**src/rtl/path_trace_reader.sv**
```systemverilog
// path_trace_reader
//   Walks the predecessor records produced by a shortest-path engine
//   from a destination vertex back to a source vertex. Each vertex is
//   pushed onto a stack, then the stack is drained so that the path
//   comes out in source-to-destination order over a ready/valid
//   stream.
//
// Ports
//   clock        : system clock, rising edge
//   reset        : asynchronous, active-low reset
//   start        : one-cycle trace request, sampled only while idle
//   source_num   : source vertex id
//   destination  : destination vertex id
//   vertice_num  : vertex count, bounds the number of trace steps
//   mem_rd_en    : result-memory read strobe
//   mem_addr     : result-memory address {5'b0, vertex}
//   mem_rdata    : result record, valid the cycle after mem_rd_en
//                  ([7:0] predecessor, [80] unreachable flag)
//   out_vertex   : path vertex
//   out_valid    : out_vertex valid
//   out_ready    : consumer accepts out_vertex
//   out_last     : final (destination) vertex marker
//   busy         : high whenever a trace is in progress
//   done         : one-cycle pulse at the end of every trace
//   error        : 00 ok, 01 unreachable, 10 loop / stack overflow
module path_trace_reader #(
  parameter int unsigned DEPTH = 32
) (
  input  logic         clock,
  input  logic         reset,
  input  logic         start,
  input  logic [7:0]   source_num,
  input  logic [7:0]   destination,
  input  logic [7:0]   vertice_num,
  output logic         mem_rd_en,
  output logic [12:0]  mem_addr,
  input  logic [127:0] mem_rdata,
  output logic [7:0]   out_vertex,
  output logic         out_valid,
  input  logic         out_ready,
  output logic         out_last,
  output logic         busy,
  output logic         done,
  output logic [1:0]   error
);

  localparam int unsigned IDX_W = $clog2(DEPTH);
  localparam int unsigned SP_W  = $clog2(DEPTH) + 1;

  typedef enum logic [2:0] {
    IDLE,
    ISSUE,
    CHECK,
    POP,
    DONE
  } state_t;

  state_t            state_q;
  logic [SP_W-1:0]   sp_q;
  logic [7:0]        cur_q;
  logic [7:0]        step_q;
  logic [7:0]        src_q;
  logic [7:0]        vn_q;

  logic              mem_rd_en_q;
  logic [12:0]       mem_addr_q;
  logic [7:0]        out_vertex_q;
  logic              out_valid_q;
  logic              out_last_q;
  logic              busy_q;
  logic              done_q;
  logic [1:0]        error_q;

  logic [7:0]        stack_q [DEPTH];

  logic              wr_en_d;
  logic [IDX_W-1:0]  wr_idx_d;
  logic [7:0]        wr_data_d;

  logic [7:0]        pred;
  logic              unreachable;
  logic [7:0]        step_inc;
  logic              stack_full;
  logic              step_limit;
  logic [IDX_W-1:0]  next_top_idx;
  logic              unused_rdata;

  assign pred         = mem_rdata[7:0];
  assign unreachable  = mem_rdata[80];
  assign step_inc     = step_q + 8'd1;
  assign stack_full   = (sp_q == SP_W'(DEPTH));
  // The step limit counts the read just returned: a vertex count of N
  // permits at most N-1 successful steps, the N-th read is flagged.
  assign step_limit   = (step_inc == vn_q);
  // Entry below the current top, presented after a non-final pop.
  assign next_top_idx = IDX_W'(sp_q - SP_W'(2));
  assign unused_rdata = ^{mem_rdata[127:81], mem_rdata[79:8]};

  // Stack write port: destination on accept, predecessor on a good step.
  always_comb begin
    wr_en_d   = 1'b0;
    wr_idx_d  = '0;
    wr_data_d = '0;
    case (state_q)
      IDLE: begin
        if (start) begin
          wr_en_d   = 1'b1;
          wr_idx_d  = '0;
          wr_data_d = destination;
        end
      end
      CHECK: begin
        if (!unreachable && !stack_full && !step_limit) begin
          wr_en_d   = 1'b1;
          wr_idx_d  = IDX_W'(sp_q);
          wr_data_d = pred;
        end
      end
      default: ;
    endcase
  end

  always_ff @(posedge clock) begin
    if (wr_en_d) begin
      stack_q[wr_idx_d] <= wr_data_d;
    end
  end

  always_ff @(posedge clock or negedge reset) begin
    if (!reset) begin
      state_q      <= IDLE;
      sp_q         <= '0;
      cur_q        <= '0;
      step_q       <= '0;
      src_q        <= '0;
      vn_q         <= '0;
      mem_rd_en_q  <= 1'b0;
      mem_addr_q   <= '0;
      out_vertex_q <= '0;
      out_valid_q  <= 1'b0;
      out_last_q   <= 1'b0;
      busy_q       <= 1'b0;
      done_q       <= 1'b0;
      error_q      <= 2'b00;
    end else begin
      case (state_q)
        IDLE: begin
          if (start) begin
            src_q   <= source_num;
            vn_q    <= vertice_num;
            sp_q    <= SP_W'(1);
            step_q  <= '0;
            error_q <= 2'b00;
            busy_q  <= 1'b1;
            if (destination == source_num) begin
              out_valid_q  <= 1'b1;
              out_vertex_q <= destination;
              out_last_q   <= 1'b1;
              state_q      <= POP;
            end else begin
              cur_q       <= destination;
              mem_rd_en_q <= 1'b1;
              mem_addr_q  <= {5'b00000, destination};
              state_q     <= ISSUE;
            end
          end
        end

        ISSUE: begin
          mem_rd_en_q <= 1'b0;
          state_q     <= CHECK;
        end

        CHECK: begin
          if (unreachable) begin
            error_q <= 2'b01;
            sp_q    <= '0;
            done_q  <= 1'b1;
            state_q <= DONE;
          end else if (stack_full || step_limit) begin
            error_q <= 2'b10;
            sp_q    <= '0;
            done_q  <= 1'b1;
            state_q <= DONE;
          end else begin
            sp_q   <= sp_q + SP_W'(1);
            step_q <= step_inc;
            if (pred == src_q) begin
              // The predecessor is the new top; present it directly
              // since the stack write lands on this same edge.
              out_valid_q  <= 1'b1;
              out_vertex_q <= pred;
              out_last_q   <= 1'b0;
              state_q      <= POP;
            end else begin
              cur_q       <= pred;
              mem_rd_en_q <= 1'b1;
              mem_addr_q  <= {5'b00000, pred};
              state_q     <= ISSUE;
            end
          end
        end

        POP: begin
          if (out_valid_q && out_ready) begin
            sp_q <= sp_q - SP_W'(1);
            if (out_last_q) begin
              out_valid_q <= 1'b0;
              out_last_q  <= 1'b0;
              done_q      <= 1'b1;
              state_q     <= DONE;
            end else begin
              out_vertex_q <= stack_q[next_top_idx];
              out_last_q   <= (sp_q == SP_W'(2));
            end
          end
        end

        DONE: begin
          done_q  <= 1'b0;
          busy_q  <= 1'b0;
          state_q <= IDLE;
        end

        default: state_q <= IDLE;
      endcase
    end
  end

  assign mem_rd_en  = mem_rd_en_q;
  assign mem_addr   = mem_addr_q;
  assign out_vertex = out_vertex_q;
  assign out_valid  = out_valid_q;
  assign out_last   = out_last_q;
  assign busy       = busy_q;
  assign done       = done_q;
  assign error      = error_q;

endmodule

```
**config.mk**
```make
export PLATFORM = sky130hd
export DESIGN_NAME = path_trace_reader
export DESIGN_NICKNAME = d
export VERILOG_FILES = /design/src/rtl/path_trace_reader.sv
export SDC_FILE = /design/constraint.sdc
export NUM_CORES = 1
export LEC_CHECK = 0
export BUFFER_PORTS_ARGS = -buffer_cell sky130_fd_sc_hd__buf_2
export CAP_MARGIN = 20
export CORE_MARGIN = 2
export CORE_UTILIZATION = 50
export CTS_CLUSTER_DIAMETER = 150
export DETAILED_ROUTE_END_ITERATION = 16
export GPL_ROUTABILITY_DRIVEN = 1
export PLACE_DENSITY = 0.71
export SYNTH_ARGS = -nofsm -noshare
export SYNTH_HDL_FRONTEND = slang
export SYNTH_SLANG_ARGS = --single-unit
export TNS_END_PERCENT = 20
```
**constraint.sdc**
```tcl
create_clock -name clock -period 5.6 [get_ports clock]
set_input_delay 1.12 -clock clock [delete_from_list [all_inputs] [get_ports clock]]
set_output_delay 1.12 -clock clock [all_outputs]
set_load 0.01 [all_outputs]
```
==> results.toml <==
[critical_path]
worstPathMaxFanout = 8
startpoint = "step_q[2]$_DFFE_PN0P_"
r2r_end = "stack_q[7][6]$_DFFE_PP_"
crit_buf_inv = 0
end_kind = "register"
rr_worst_depth = 7
r2r_start = "step_q[2]$_DFFE_PN0P_"
cp_data_arrival_time_ns = 3.96
cp.required_ns = 5.74
start_kind = "register"
critical-path-top-delay-family = "simple AND/OR/NAND/NOR gates"
cp.depth = 7
max_stage_delay_ns = 0.77
critical_path_class = "register to register"
crit_slowest_cell = "nor2_1"
reg2reg_slack_ns = 1.78
cp_cell_sequence = "nand3_1 > o311a_1 > a22o_1 > o2111a_1 > nor4_4 > nand3b_1 > nor2_1"
endpoint = "stack_q[7][6]$_DFFE_PP_"

[synthesis]
ys_seq_elements = 312
synth_cells = 914
ys_async_sr_fraction = 0.179
yosys-top-cells-area = "edfxtp_1 57%, dfrtp_1 10%, mux4_2 5.4%, mux2i_1 5.2%, nand2_1 2.8%"
seq_area_frac_synth = 0.678
synthDistinctLibCells = 58
avgSynthCellArea_um2 = 14.7
yosysMostFrequentCell = "edfxtp_1"
yosysWarnings = 0
synth_area_mm2 = 0.0134
ys_top_cells_by_count = "256 x edfxtp_1, 99 x nand2_1, 81 x nor2_1"
synthFlopType = "edfxtp_1"
synth_top_area_frac = 0.573
synth-edff-count = 256
synth_top_cell_by_area = "edfxtp_1"

[grt]
antenna_found_initial = 0
grt_max_degree = 57
grt_usage = 0.205
overflow = 0
grt_pass1_vias = 7569
grt_pass1_wl_um = 44300

[power]
ir_drop_v = 0.000251
p_leak_nw = 5.62
total_power_mw = 8.18
p_per_area_mw_per_mm2 = 539

[job]
maxCapViolCount = 0

[layout]
antenna_cells = 0
final_layout_size_suffix_gt1_frac = 0.183
nNetsFinal = 1143
syn2layout_area_growth_pct = 13.2
fin_cells = 1340

[clock_tree]
clock_latency_ns = 0.51
cts_buffer_depth = 3
numCtsBuffers = 34
root_buffer = "clkbuf_16"
post-cts-setup-buffer-count = 0
cts_tree = "done"
ctsResizeCount = 0
numClockSinks = 312
h-tree-depth = 2
cts_hold_repair.buffers = 0
path_clk_slew_ns = 0.06

[place]
hpwl_um = 18200
dpl.cell_count = 1279
gp_congestion = 0.823
io_buffers = 59

[drt]
wirelength_um = 28800
vias = 8022
dr.pass1.iters = 5
ant_nets = 0
vias_per_cell = 5.99
drt_iter0_drc = 736
avgRoutedWirePerCell_um = 21.5
drc_errors = 0

[timing]
hold_viol = 0
relSlewSlack = 0.360
rsz0062_at_grt = "no"
period_share = 0.682
setup_viol = 0
tns_ns = 0
max_freq_mhz = 262
skew_ns = 0.0224
worst_pin_slew_ns = 0.954
holdWs_ns = 0.495
period_minus_slack_ns = 3.82
finalMaxSlewViolations = 0

[floorplanning]
die_w_um = 168
core-area_mm2 = 0.0262
die_area_mm2 = 0.0281
rows = 59
initial_core_util = 0.512
num_io_pins = 184
die_h_um = 168

[outcome]
status = "complete, no violations"

[min_path]
hold_path.class = "register to register"
==> registers in the layout (all words and copies together) (netlist names) <==
signal / cells
src_q: 8
out_last: 1
error: 2
out_valid: 1
stack_q: 256
sp_q: 6
step_q: 8
out_vertex: 8
vn_q: 8
mem_addr: 8
busy: 1
state_q: 3
mem_rd_en: 1
done: 1
==> report_power, final <==
group / switching, mW / internal, mW / total, mW
combinational: 1.76 / 1.10 / 2.85
clock: 0.875 / 1.30 / 2.18
sequential: 0.249 / 2.90 / 3.14
==> cell usage in the layout, fill, tap and decap left out, types with 3 or more instances in the layout <==
cell / synthesis / routed
and3_1: 3 / 3
ha_1: 7 / 7
xor2_1: 21 / 21
or3_1: 10 / 10
a221oi_1: 42 / 42
mux2i_1: 69 / 69
a21boi_0: 3 / 3
clkbuf_16: 0 / 35
mux2_2: 17 / 17
nor2_1: 81 / 79
bufinv_16: 0 / 3
nand2_1: 99 / 99
buf_2: 3 / 59
and2_1: 4 / 4
inv_1: 7 / 7
a211oi_1: 11 / 11
nor2b_1: 5 / 4
mux4_2: 32 / 32
nor4_1: 4 / 4
xnor2_1: 8 / 8
dfrtp_1: 56 / 54
nand4_1: 3 / 3
nand2b_1: 4 / 4
buf_4: 5 / 20
nor3_1: 8 / 8
conb_1: 1 / 5
nand3_1: 17 / 17
clkbuf_1: 43 / 6
a21oi_1: 14 / 14
a22oi_1: 10 / 10
edfxtp_1: 256 / 256
a22o_1: 11 / 11
o21ai_0: 29 / 29
clkinv_1: 0 / 10
==> worst register-to-register path, cell delays in order, from the launching register on <==
cell and delay, ns:
dfrtp_1 0.46, nand3_1 0.29, o311a_1 0.42, a22o_1 0.18
o2111a_1 0.32, nor4_4 0.55, nand3b_1 0.45, nor2_1 0.77
==> how the worst min path moves through the flow <==
stage                               start               endpoint  slack [ns]  cells after the start
global placement     src_q[6]$_DFFE_PN0P_   src_q[6]$_DFFE_PN0P_        0.48                      2
detailed placement   src_q[2]$_DFFE_PN0P_   src_q[2]$_DFFE_PN0P_        0.49                      2
finish              step_q[7]$_DFFE_PN0P_  step_q[7]$_DFFE_PN0P_        0.49                      1
floorplan             sp_q[5]$_DFFE_PN0P_    sp_q[5]$_DFFE_PN0P_        0.46                      1
CTS                 step_q[7]$_DFFE_PN0P_  step_q[7]$_DFFE_PN0P_        0.50                      1
global route         src_q[6]$_DFFE_PN0P_   src_q[6]$_DFFE_PN0P_        0.52                      2
==> metal layers <==
layer  up-vias  wire length (um)  GRT usage
met5         -                 0          0
met4         0               754     0.0624
met3        51              1680     0.0267
met2       298             13300      0.316
met1      4013             13000      0.308
li1       3660                 -          -
==> final cells by class <==
cell class | instances | area, um^2
Fill cell | 1987 | 11000
Multi-Input combinational cell | 546 | 4100
Timing Repair Buffer | 79 | 445
Sequential cell | 312 | 9090
Clock buffer | 42 | 912
Inverter | 7 | 26.3
Clock inverter | 19 | 183
Tap cell | 335 | 419
==> logic make-up after synthesis <==
family	after synthesis	share of synthesized area
adder cells (fa/ha/maj)	7	0.00653
other	1	0.000280
XOR/XNOR	29	0.0189
AND/OR/NAND/NOR	246	0.0806
buffers and inverters	60	0.0185
flip-flops	312	0.678
AO/OA/AOI/OAI	141	0.0776
multiplexers	118	0.120
==> through the flow <==
step | utilization | setup WS, ns | area, um^2
3_3_place_gp | 0.537 | 1.84 | 14100
6_report | 0.579 | 1.78 | 15200
2_1_floorplan | - | 1.99 | 13400
4_1_cts | 0.579 | 1.79 | 15200
3_5_place_dp | 0.537 | 1.80 | 14100
5_1_grt | 0.579 | 1.61 | 15200
No activity file was read; power rests on OpenSTA's default activity.
